File: config.mk
export PLATFORM = sky130hd
export DESIGN_NAME = button_conditioner
export DESIGN_NICKNAME = d
export VERILOG_FILES = /design/src/rtl/button_conditioner.sv
export SDC_FILE = /design/constraint.sdc
export NUM_CORES = 1
export LEC_CHECK = 0
export BUFFER_PORTS_ARGS = -buffer_cell sky130_fd_sc_hd__buf_2
export CORE_ASPECT_RATIO = 0.7
export CORE_MARGIN = 5
export CORE_UTILIZATION = 57
export CTS_BUF_LIST = sky130_fd_sc_hd__clkbuf_4 sky130_fd_sc_hd__clkbuf_8
export CTS_CLUSTER_SIZE = 16
export DETAILED_ROUTE_END_ITERATION = 10
export PLACE_DENSITY_LB_ADDON = 0.1
export RECOVER_POWER = 100
export SYNTH_ARGS = -nofsm -noshare
export SYNTH_HDL_FRONTEND = slang
export SYNTH_SLANG_ARGS = --single-unit
File: constraint.sdc
create_clock -name clock -period 2.1 [get_ports clock]
set_input_delay 0.105 -clock clock [delete_from_list [all_inputs] [get_ports clock]]
set_output_delay 0.105 -clock clock [all_outputs]
set_load 0.02 [all_outputs]
File: src/rtl/button_conditioner.sv
// Push-button conditioner: two-flop synchronizer, debounce FSM and auto-repeat
// timer producing a clean level plus one-cycle press/release/repeat/up pulses.
module button_conditioner #(
    parameter int DEBOUNCE_CYCLES = 1000000,
    parameter int REPEAT_DELAY    = 50000000,
    parameter int REPEAT_RATE     = 10000000,
    parameter int CNT_W           = 26
) (
    input  logic clock,
    input  logic reset,
    input  logic btn_in,
    input  logic repeat_en,
    output logic btn_level,
    output logic press_pulse,
    output logic release_pulse,
    output logic repeat_pulse,
    output logic up_pulse
);

    typedef enum logic [2:0] {
        IDLE,
        DEB_PRESS,
        PRESSED,
        REPEAT,
        DEB_RELEASE
    } state_t;

    localparam logic [CNT_W-1:0] DEB_LAST   = CNT_W'(DEBOUNCE_CYCLES - 1);
    localparam logic [CNT_W-1:0] DELAY_LAST = CNT_W'(REPEAT_DELAY - 1);
    localparam logic [CNT_W-1:0] RATE_LAST  = CNT_W'(REPEAT_RATE - 1);
    localparam logic [CNT_W-1:0] ONE        = CNT_W'(1);

    state_t           state;
    logic [CNT_W-1:0] timer;
    logic             s0;
    logic             s1;

    always_ff @(posedge clock or posedge reset) begin
        if (reset) begin
            s0 <= 1'b0;
            s1 <= 1'b0;
        end else begin
            s0 <= btn_in;
            s1 <= s0;
        end
    end

    // Pulses default low every cycle so each one lasts exactly one clock.
    always_ff @(posedge clock or posedge reset) begin
        if (reset) begin
            state         <= IDLE;
            timer         <= '0;
            btn_level     <= 1'b0;
            press_pulse   <= 1'b0;
            release_pulse <= 1'b0;
            repeat_pulse  <= 1'b0;
            up_pulse      <= 1'b0;
        end else begin
            press_pulse   <= 1'b0;
            release_pulse <= 1'b0;
            repeat_pulse  <= 1'b0;
            up_pulse      <= 1'b0;
            case (state)
                IDLE: begin
                    timer <= '0;
                    if (s1) state <= DEB_PRESS;
                end
                DEB_PRESS: begin
                    if (!s1) begin
                        state <= IDLE;
                        timer <= '0;
                    end else if (timer == DEB_LAST) begin
                        state       <= PRESSED;
                        timer       <= '0;
                        btn_level   <= 1'b1;
                        press_pulse <= 1'b1;
                        up_pulse    <= 1'b1;
                    end else begin
                        timer <= timer + ONE;
                    end
                end
                PRESSED: begin
                    if (!s1) begin
                        state <= DEB_RELEASE;
                        timer <= '0;
                    end else if (!repeat_en) begin
                        timer <= '0;
                    end else if (timer == DELAY_LAST) begin
                        state        <= REPEAT;
                        timer        <= '0;
                        repeat_pulse <= 1'b1;
                        up_pulse     <= 1'b1;
                    end else begin
                        timer <= timer + ONE;
                    end
                end
                REPEAT: begin
                    if (!s1) begin
                        state <= DEB_RELEASE;
                        timer <= '0;
                    end else if (!repeat_en) begin
                        state <= PRESSED;
                        timer <= '0;
                    end else if (timer == RATE_LAST) begin
                        timer        <= '0;
                        repeat_pulse <= 1'b1;
                        up_pulse     <= 1'b1;
                    end else begin
                        timer <= timer + ONE;
                    end
                end
                DEB_RELEASE: begin
                    // A bounce back high restarts the repeat delay from zero.
                    if (s1) begin
                        state <= PRESSED;
                        timer <= '0;
                    end else if (timer == DEB_LAST) begin
                        state         <= IDLE;
                        timer         <= '0;
                        btn_level     <= 1'b0;
                        release_pulse <= 1'b1;
                    end else begin
                        timer <= timer + ONE;
                    end
                end
                default: begin
                    state <= IDLE;
                    timer <= '0;
                end
            endcase
        end
    end

endmodule

==> metrics.cfg, run 1 <==
[clock_tree]
root_buffer=clkbuf_8
cts_max_path_buffers=2
htree_levels=2
clock_latency_ps=280
path_clk_slew_ps=70
cts_tree=built
clock-sinks=36
cts_buffers=5

[sta]
whs_ps=176
max_freq_mhz=482
fin_skew_ps=5.32
setup_ws_ps=24.7
rsz0062_at_grt=true
setup_violations=0
final_hold_viol_count=0
relSlewSlack=0.429
fin_tns_setup_ps=0
min_period_ps=2080
final-max-slew-violation-count=0
fin_crit_sh=0.988
tightestPinTransition_ps=856

[synth]
synth-xor-area-share=0.110
ys_seq_area_frac=0.473
synth_fa_ha_area_frac=0.0131
synth_area_per_cell_um2=9.62
synthSimpleGateAreaFrac=0.311
synth_top_family_by_area=simple AND/OR/NAND/NOR gates
synth.area.top_cells=dfrtp_1 47%, xnor2_1 6.0%, nor2_1 5.7%
netlist.area_leader.share=0.473
yosysUniqueCellTypes=33
syn_inst=198
synth_area_mm2=0.00191
ys_async_sr_fraction=1.00
synth_warnings=0
synth_largest_area_cell=dfrtp_1
synth-edff-count=0
synthFlopType=dfrtp_1
synthMostInstantiatedCell=dfrtp_1
synth_common_cells=36 x dfrtp_1, 29 x nor2_1, 15 x nand3_1
synth_nets=204
synth-compound-area-share=0.0453
synthMuxAreaShare=0
ys_ff_latch=36

[setup_path]
end_kind=flop
critPathTopFamily=simple AND/OR/NAND/NOR gates
cp.depth=6
cp-start-kind=flop
worstReg2RegEnd=timer[15]
cp_max_fo=26
crit_chain=or4_4, or4_4, a21boi_2, o22a_2, buf_12, nor2_1
slowest_stage=or4_4
crit_arrival_ps=2250
cp_common_cell=or4_4
r2r_slack_ps=20
worstPathRequired_ps=2270
path_buf_inv=1
cpPeakStageDelay_ps=550
crit_type=flop to flop
reg2reg_from=timer[11]
rr_worst_depth=6

[grt]
antenna_found_initial=0
grt_first_pass_wirelength_mm=6.88
grt_pass1_vias=1480
grt-ovfl-total=0
grt_max_degree=37
grt_usage=0.197

[floorplan]
die_h_um=58.4
design.core.area_mm2=0.00319
initial_core_util=0.597
ioPinCount=9
rows=17
die_x_um=79.1
die-area_mm2=0.00462

[outcome]
status=complete, no violations

[place]
place_worst_setup_slack_ps=45.8
io_buffers=8
gp_congestion=0.865
hpwl_mm=2.90

[pwr]
leakage_nw=0.876
irDropWorstVdd_mv=0.422
power_density_mw_per_mm2=604

[routing]
detail_route.wl_per_cell_um=16.2
avgViaCountPerCell=5.87
drtIter0Drc=78
routed_wl_mm=4.08
drt-pass1-iter-count=4
ant_nets=0
routed-via-count=1479
drc=0

[min_path]
min_from=repeat_en
holdPathEnd=repeat_pulse
min_path_cells=3
hold_path.class=input port to flop

[final_layout]
fillers=262
final_util=0.664
area_delta_synth_final_pct=11.2
num-nets-final=220
drive_above_1_share=0.140
n_antenna_cell=0

[flow_run]
drv_cap=0

[power by group]
group	switching, mW	internal, mW
Sequential	0.0160	0.705
Clock	0.232	0.238
Combinational	0.0504	0.0368
[logic make-up after synthesis]
kind of cell	count (synthesis)
flip-flops	36
AND/OR/NAND/NOR	108
adder cells (fa/ha/maj)	2
buffers and inverters	16
AO/OA/AOI/OAI	12
XOR/XNOR	24
[layout by cell type, fill, tap and decap left out, drive strengths merged]
master       instances
dfrtp               36
nor2                29
nand3               15
xnor2               13
buf                 12
clkbuf              12
xor2                11
nand2               10
nor4                 9
nor3                 8
nand4                6
and3                 5
inv                  5
nand4b               4
and4                 4
nor2b                4
nand2b               4
a21oi                4
or2                  3
nor4bb               2
or4                  2
a41o                 2
ha                   2
dlygate4sd3          2
a21boi               2
nand4bb              1
nor4b                1
o22a                 1
o21ai                1
o2bb2ai              1
or3b                 1
o21a                 1
clkinv               1
[routing by layer]
layer  vias up  global-route usage  part of all wire
met5         -                   0                 0
li1        720                   -                 -
met3         6              0.0688             0.056
met4         0              0.0931             0.015
met1       708               0.280              0.48
met2        45               0.269              0.44
[state kept, by name (all words and copies together), names as in the netlist]
| signal | count |
|---|---|
| s1 | 1 |
| repeat_pulse | 1 |
| s0 | 1 |
| release_pulse | 1 |
| timer | 26 |
| state | 3 |
| press_pulse | 1 |
| up_pulse | 1 |
| btn_level | 1 |
[tightest hold or removal path, cell delays in order]
cell	delay, ps
buf_2	120
nand4b_1	120
nor2b_1	70
[metrics by stage]
step	total power, mW	instance area (um2)	instances
2_1_floorplan	0.802	1910	198
6_report	1.28	2120	252
4_1_cts	1.29	2100	251
5_1_grt	1.35	2120	252
3_5_place_dp	0.820	2000	242
3_3_place_gp	0.816	2000	242
[repair_timing]
| item | 4_1_cts | 5_1_grt |
|---|---|---|
| gates resized for setup | 0 | 4 |
| buffers inserted | 0 | 1 |
| hold buffers | 2 | 0 |
| endpoints found under the hold margin | 37 | 0 |
| setup endpoints to repair | 0 | 27 |
[layout make-up]
class | instances | area (um2) | area share
clock buffers | 6 | 76.3 | 0.0360
clock inverters | 1 | 5.00 | 0.00236
inverters | 5 | 18.8 | 0.00886
multi-input cells | 146 | 931 | 0.439
flip-flops and latches | 36 | 901 | 0.425
well taps | 38 | 47.5 | 0.0224
repair buffers | 20 | 139 | 0.0656
[worst max path at each step]
stage	slack [ps]	endpoint	startpoint
3_5_place_dp	50	timer[15]	timer[11]
3_3_place_gp	100	timer[18]	timer[11]
4_1_cts	40	timer[15]	timer[11]
6_report	20	timer[15]	timer[11]
2_1_floorplan	50	timer[14]	timer[8]
5_1_grt	-50	timer[13]	timer[11]
Power figures use the tool's default switching activity.
==> run 2: changes to the inputs <==
- SETUP_SLACK_MARGIN: not set -> 0.15
==> run 2 against run 1 <==
  * The run now ends with setup timing left
  * Routed wire length increased by 4.1%
  * Maximum frequency decreased by 2.3%
  * Sequential share of layout area decreased by 2.8 points
  * Combinational power increased by 82%
  * Cell area increased by 7.0%
  * Total power increased by 9.8%
  * Clock skew decreased by 1.1 ps
  * Clock-buffer cell count increased by 2
  * Critical path depth increased by 1
  * Non-clock buffer count increased by 5
  * Setup slack got worse by 50 ps
  * Sequential power about the same
  * Critical path type unchanged
  * Largest power group unchanged
==> metrics.cfg, run 2 (synthesized netlist as in run 1, its figures left out) <==
[final_layout]
mostFrequentLayoutCells=36 x dfrtp_1, 19 x nor2_1, 15 x nand3_1
top_regs=timer (26), state (3)
final_cells=258
design_area_mm2=0.00227
num-nets-final=225
fillers=243
final_common_cell=dfrtp_1
n_antenna_cell=0
largest_reg_flops=26
top_register=timer
area_delta_synth_final_pct=18.9
drive_above_1_share=0.205
final_util=0.710

[sta]
final-max-slew-violation-count=0
setup_violations=20
max_freq_mhz=471
setup_ws_ps=-25.1
fin_skew_ps=4.20
relSlewSlack=0.418
min_period_ps=2130
fin_crit_sh=1.01
tightestPinTransition_ps=873
rsz0062_at_grt=true
final_hold_viol_count=0

[setup_path]
cp_max_fo=6
cp-endpoint=timer[14]
rr_worst_depth=7
worstPathRequired_ps=2270
r2r_slack_ps=-30
cp-start-kind=flop
worstReg2RegEnd=timer[14]
startpoint=timer[24]
end_kind=flop
crit_arrival_ps=2300
reg2reg_from=timer[24]
crit_type=flop to flop

[clock_tree]
clock_latency_ps=290
clock-sinks=36
htree_levels=2
cts_tree=built
root_buffer=clkbuf_8
path_clk_slew_ps=70
cts_max_path_buffers=2
cts_buffers=5

[pwr]
seqPwrFrac=0.514
power_density_mw_per_mm2=620
intPower_mw=1.08
switching_share=0.229
irDropWorstVdd_mv=0.366
finalPower_mw=1.40
leakage_nw=0.924
power_frac_comb=0.113
clkPwrFrac=0.372
netSwitchingPower_uw=322

[place]
hpwl_mm=2.64
gp_congestion=0.954
placed_cells_incl_taps=239
place_area_mm2=0.00198
io_buffers=8

[routing]
detail_route.wl_per_cell_um=16.5
routed_wl_mm=4.25
drc=0
avgViaCountPerCell=5.99
routed-via-count=1546
drt-pass1-iter-count=4
drtIter0Drc=108
ant_nets=0

[min_path]
hold_path.class=input port to flop

[grt]
grt_first_pass_wirelength_mm=7.00
antenna_found_initial=0
grt_usage=0.193
grt-ovfl-total=0
grt_pass1_vias=1437
grt_max_degree=37

[floorplan]
die-area_mm2=0.00462
die_h_um=58.4
rows=17
die_x_um=79.1
ioPinCount=9
initial_core_util=0.597
design.core.area_mm2=0.00319

[outcome]
violations=setup timing
status=finished with violations

[flow_run]
drv_cap=0

-- run 2: changes by cell type in the layout (fill, tap and decap cells not counted), sizes merged --
cell / delta
clkbuf: +4
buf: +3
clkinv: -1
-- run 2: power groups by stage --
stage          logic [mW]  registers (mW)  clock network, mW
5_1_grt             0.174           0.724              0.569
3_5_place_dp       0.0860           0.735                  0
2_1_floorplan      0.0743           0.728                  0
4_1_cts             0.119           0.722              0.529
3_3_place_gp       0.0827           0.734                  0
6_report            0.159           0.722              0.523
-- run 2: per-stage QoR --
stage / hold WS (ps) / setup slack (ps) / TNS (ps)
global route: 182 / -64.2 / -1390
floorplan: 136 / 82.9 / 0
global placement: 215 / 72.1 / 0
CTS: 157 / 7.49 / 0
finish: 162 / -25.1 / -252
detailed placement: 216 / 14.1 / 0
-- run 2: repair_timing --
action / CTS / global route
setup buffers: 4 / 2
hold buffers: 2 / 0
gates resized for setup: 1 / 18
pin swaps: 1 / 4
gates cloned: 1 / 2
endpoints found under the hold margin: 37 / 0
setup endpoints to repair: 28 / 29
-- run 2: worst min path at each step --
stage	start	endpoint	slack (ps)	cells past startpoint
2_1_floorplan	btn_in	s0	140	0
3_3_place_gp	reset	up_pulse	220	3
3_5_place_dp	btn_in	s0	220	1
4_1_cts	repeat_en	repeat_pulse	160	3
5_1_grt	repeat_en	repeat_pulse	180	3
6_report	repeat_en	repeat_pulse	160	3
-- run 2: critical path: stages, from the launching register on --
cell	delay, ps
dfrtp_1	390
or4_4	550
or4_4	430
a21boi_2	160
o22a_2	180
buf_6	130
clkbuf_16	140
nor2_1	40
-- run 2: cell type report --
cell class | instances | area, um2 | area share
multi-input cells | 146 | 962 | 0.425
flip-flops and latches | 36 | 901 | 0.398
repair buffers | 25 | 239 | 0.105
clock buffers | 8 | 97.6 | 0.0431
well taps | 38 | 47.5 | 0.0210
inverters | 5 | 18.8 | 0.00828
-- run 2: routing by layer --
| metal | part of all wire | up-vias | track usage |
|---|---|---|---|
| met2 | 0.43 | 62 | 0.294 |
| met5 | 0 | - | 0 |
| met1 | 0.47 | 741 | 0.277 |
| met3 | 0.081 | 9 | 0.0474 |
| met4 | 0.017 | 0 | 0.0515 |
| li1 | - | 734 | - |
==> run 3: changes to the inputs <==
- HOLD_SLACK_MARGIN: not set -> 0.03
- REMOVE_ABC_BUFFERS: not set -> 1
==> run 3 against run 2 <==
  * Sequential power about the same
  * Via count is 2.4% higher
  * The run now ends clean
  * Clock skew down 1.5 ps
  * Highest routed layer unchanged
  * Clock power is 18% lower
  * Clock-buffer cell count fell by 3
  * Register-to-register slack improved by 30 ps
  * Core utilization is 1.7 points lower
==> metrics.cfg, run 3 (synthesized netlist as in run 1, its figures left out) <==
[sta]
min_period_ps=2100
relSlewSlack=0.422
setup_violations=0
final_hold_viol_count=0
rsz0062_at_grt=true
final-max-slew-violation-count=0
fin_skew_ps=2.73
tightestPinTransition_ps=867
fin_crit_sh=1.00
max_freq_mhz=476

[clock_tree]
cts_tree=built
cts_buffers=5
clock-sinks=36
clock_latency_ps=280
htree_levels=2
root_buffer=clkbuf_8
path_clk_slew_ps=60
cts_max_path_buffers=2

[pwr]
power_density_mw_per_mm2=585
intPower_uw=993
switching_share=0.233
irDropWorstVdd_mv=0.355
power_frac_comb=0.111
leakage_nw=0.908
clkPwrFrac=0.331
netSwitchingPower_uw=301
seqPwrFrac=0.558

[final_layout]
largest_reg_flops=26
drive_above_1_share=0.179
final_util=0.693
final_cells=256
mostFrequentLayoutCells=36 x dfrtp_1, 21 x nor2_1, 15 x nand3_1
num-nets-final=226
top_regs=timer (26), state (3)
final_common_cell=dfrtp_1
area_delta_synth_final_pct=16.1
n_antenna_cell=0
design_area_mm2=0.00221
top_register=timer

[grt]
grt-ovfl-total=0
antenna_found_initial=0
grt_usage=0.202
grt_first_pass_wirelength_mm=7.09
grt_pass1_vias=1409
grt_max_degree=37

[floorplan]
ioPinCount=9
design.core.area_mm2=0.00319
initial_core_util=0.597
rows=17
die_h_um=58.4
die-area_mm2=0.00462
die_x_um=79.1

[setup_path]
crit_type=flop to flop
worstPathRequired_ps=2260
end_kind=flop
cp_max_fo=13
crit_arrival_ps=2260
cp-start-kind=flop
rr_worst_depth=7
worstReg2RegEnd=timer[3]
r2r_slack_ps=0.9
reg2reg_from=timer[8]

[place]
place_area_mm2=0.00202
placed_cells_incl_taps=244
gp_congestion=0.908
hpwl_mm=2.76
io_buffers=8

[min_path]
hold_path.class=input port to flop
min_path_cells=3
min_from=repeat_en
holdPathEnd=repeat_pulse

[routing]
drt-pass1-iter-count=5
drc=0
drtIter0Drc=122
routed_wl_mm=4.27
detail_route.wl_per_cell_um=16.7
avgViaCountPerCell=6.18
routed-via-count=1583
ant_nets=0

[outcome]
status=complete, no violations

[flow_run]
drv_cap=0

## run 3: changes by cell type in the layout (fill, tap and decap cells not counted)
cell and change:
buf_4 +2, clkbuf_16 -2, clkbuf_4 -2, nor2_1 +2
nor2_2 -2, buf_16 +1, buf_6 -1, clkbuf_1 +1
clkbuf_8 -1, nor3_1 +1, nor3_2 -1
## run 3: through the flow
step | setup WS, ps | hold WS (ps) | TNS, ps | power (mW)
2_1_floorplan | -36.8 | 136 | -934 | 0.784
3_3_place_gp | 3.82 | 215 | 0 | 0.816
3_5_place_dp | -55.4 | 214 | -1290 | 0.819
4_1_cts | 6.60 | 168 | 0 | 1.30
5_1_grt | -38.6 | 194 | -664 | 1.36
6_report | 0.851 | 179 | 0 | 1.29
## run 3: area by class of cell
cell class / count / area, um2
inverter: 5 / 18.8
clock buffer: 5 / 68.8
sequential: 36 / 901
fill: 245 / 978
timing repair buffer: 26 / 224
tap: 38 / 47.5
multi-input combinational: 146 / 952
## run 3: timing repair
action | in CTS | in global routing
pin swaps | 10 | 5
endpoints found under the hold margin | 37 | 0
hold buffers | 2 | 0
endpoints found under the setup margin | 30 | 30
gates cloned | 2 | 0
setup buffers | 3 | 0
gates resized for setup | 11 | 7
## run 3: layer usage
layer / track usage / share of wire
met1: 0.290 / 0.48
met2: 0.285 / 0.43
met3: 0.0673 / 0.077
met4: 0.0760 / 0.017
met5: 0 / 0
## run 3: worst max-delay path by stage
| stage | slack [ps] | to | from | depth (start not counted) |
|---|---|---|---|---|
| after floorplan | -40 | timer[10] | timer[8] | 5 |
| after global placement | 4 | timer[20] | timer[11] | 6 |
| after detailed placement | -60 | timer[11] | timer[11] | 6 |
| after CTS | 7 | timer[8] | timer[10] | 7 |
| after global routing | -40 | timer[12] | timer[10] | 7 |
| final | 0.9 | timer[3] | timer[8] | 7 |
## run 3: power by group through the flow
stage	clock network, mW	registers [mW]	logic, mW
5_1_grt	0.476	0.723	0.157
3_3_place_gp	0	0.733	0.0824
6_report	0.428	0.722	0.144
2_1_floorplan	0	0.730	0.0539
3_5_place_dp	0	0.735	0.0847
4_1_cts	0.435	0.721	0.141
## run 3: critical path, stage by stage, from the launching register on
cell      delay [ps]
dfrtp_1          380
or4_4            540
or4_4            430
a21boi_2         150
o22a_2           160
buf_4            110
buf_12           130
nor2_1            60
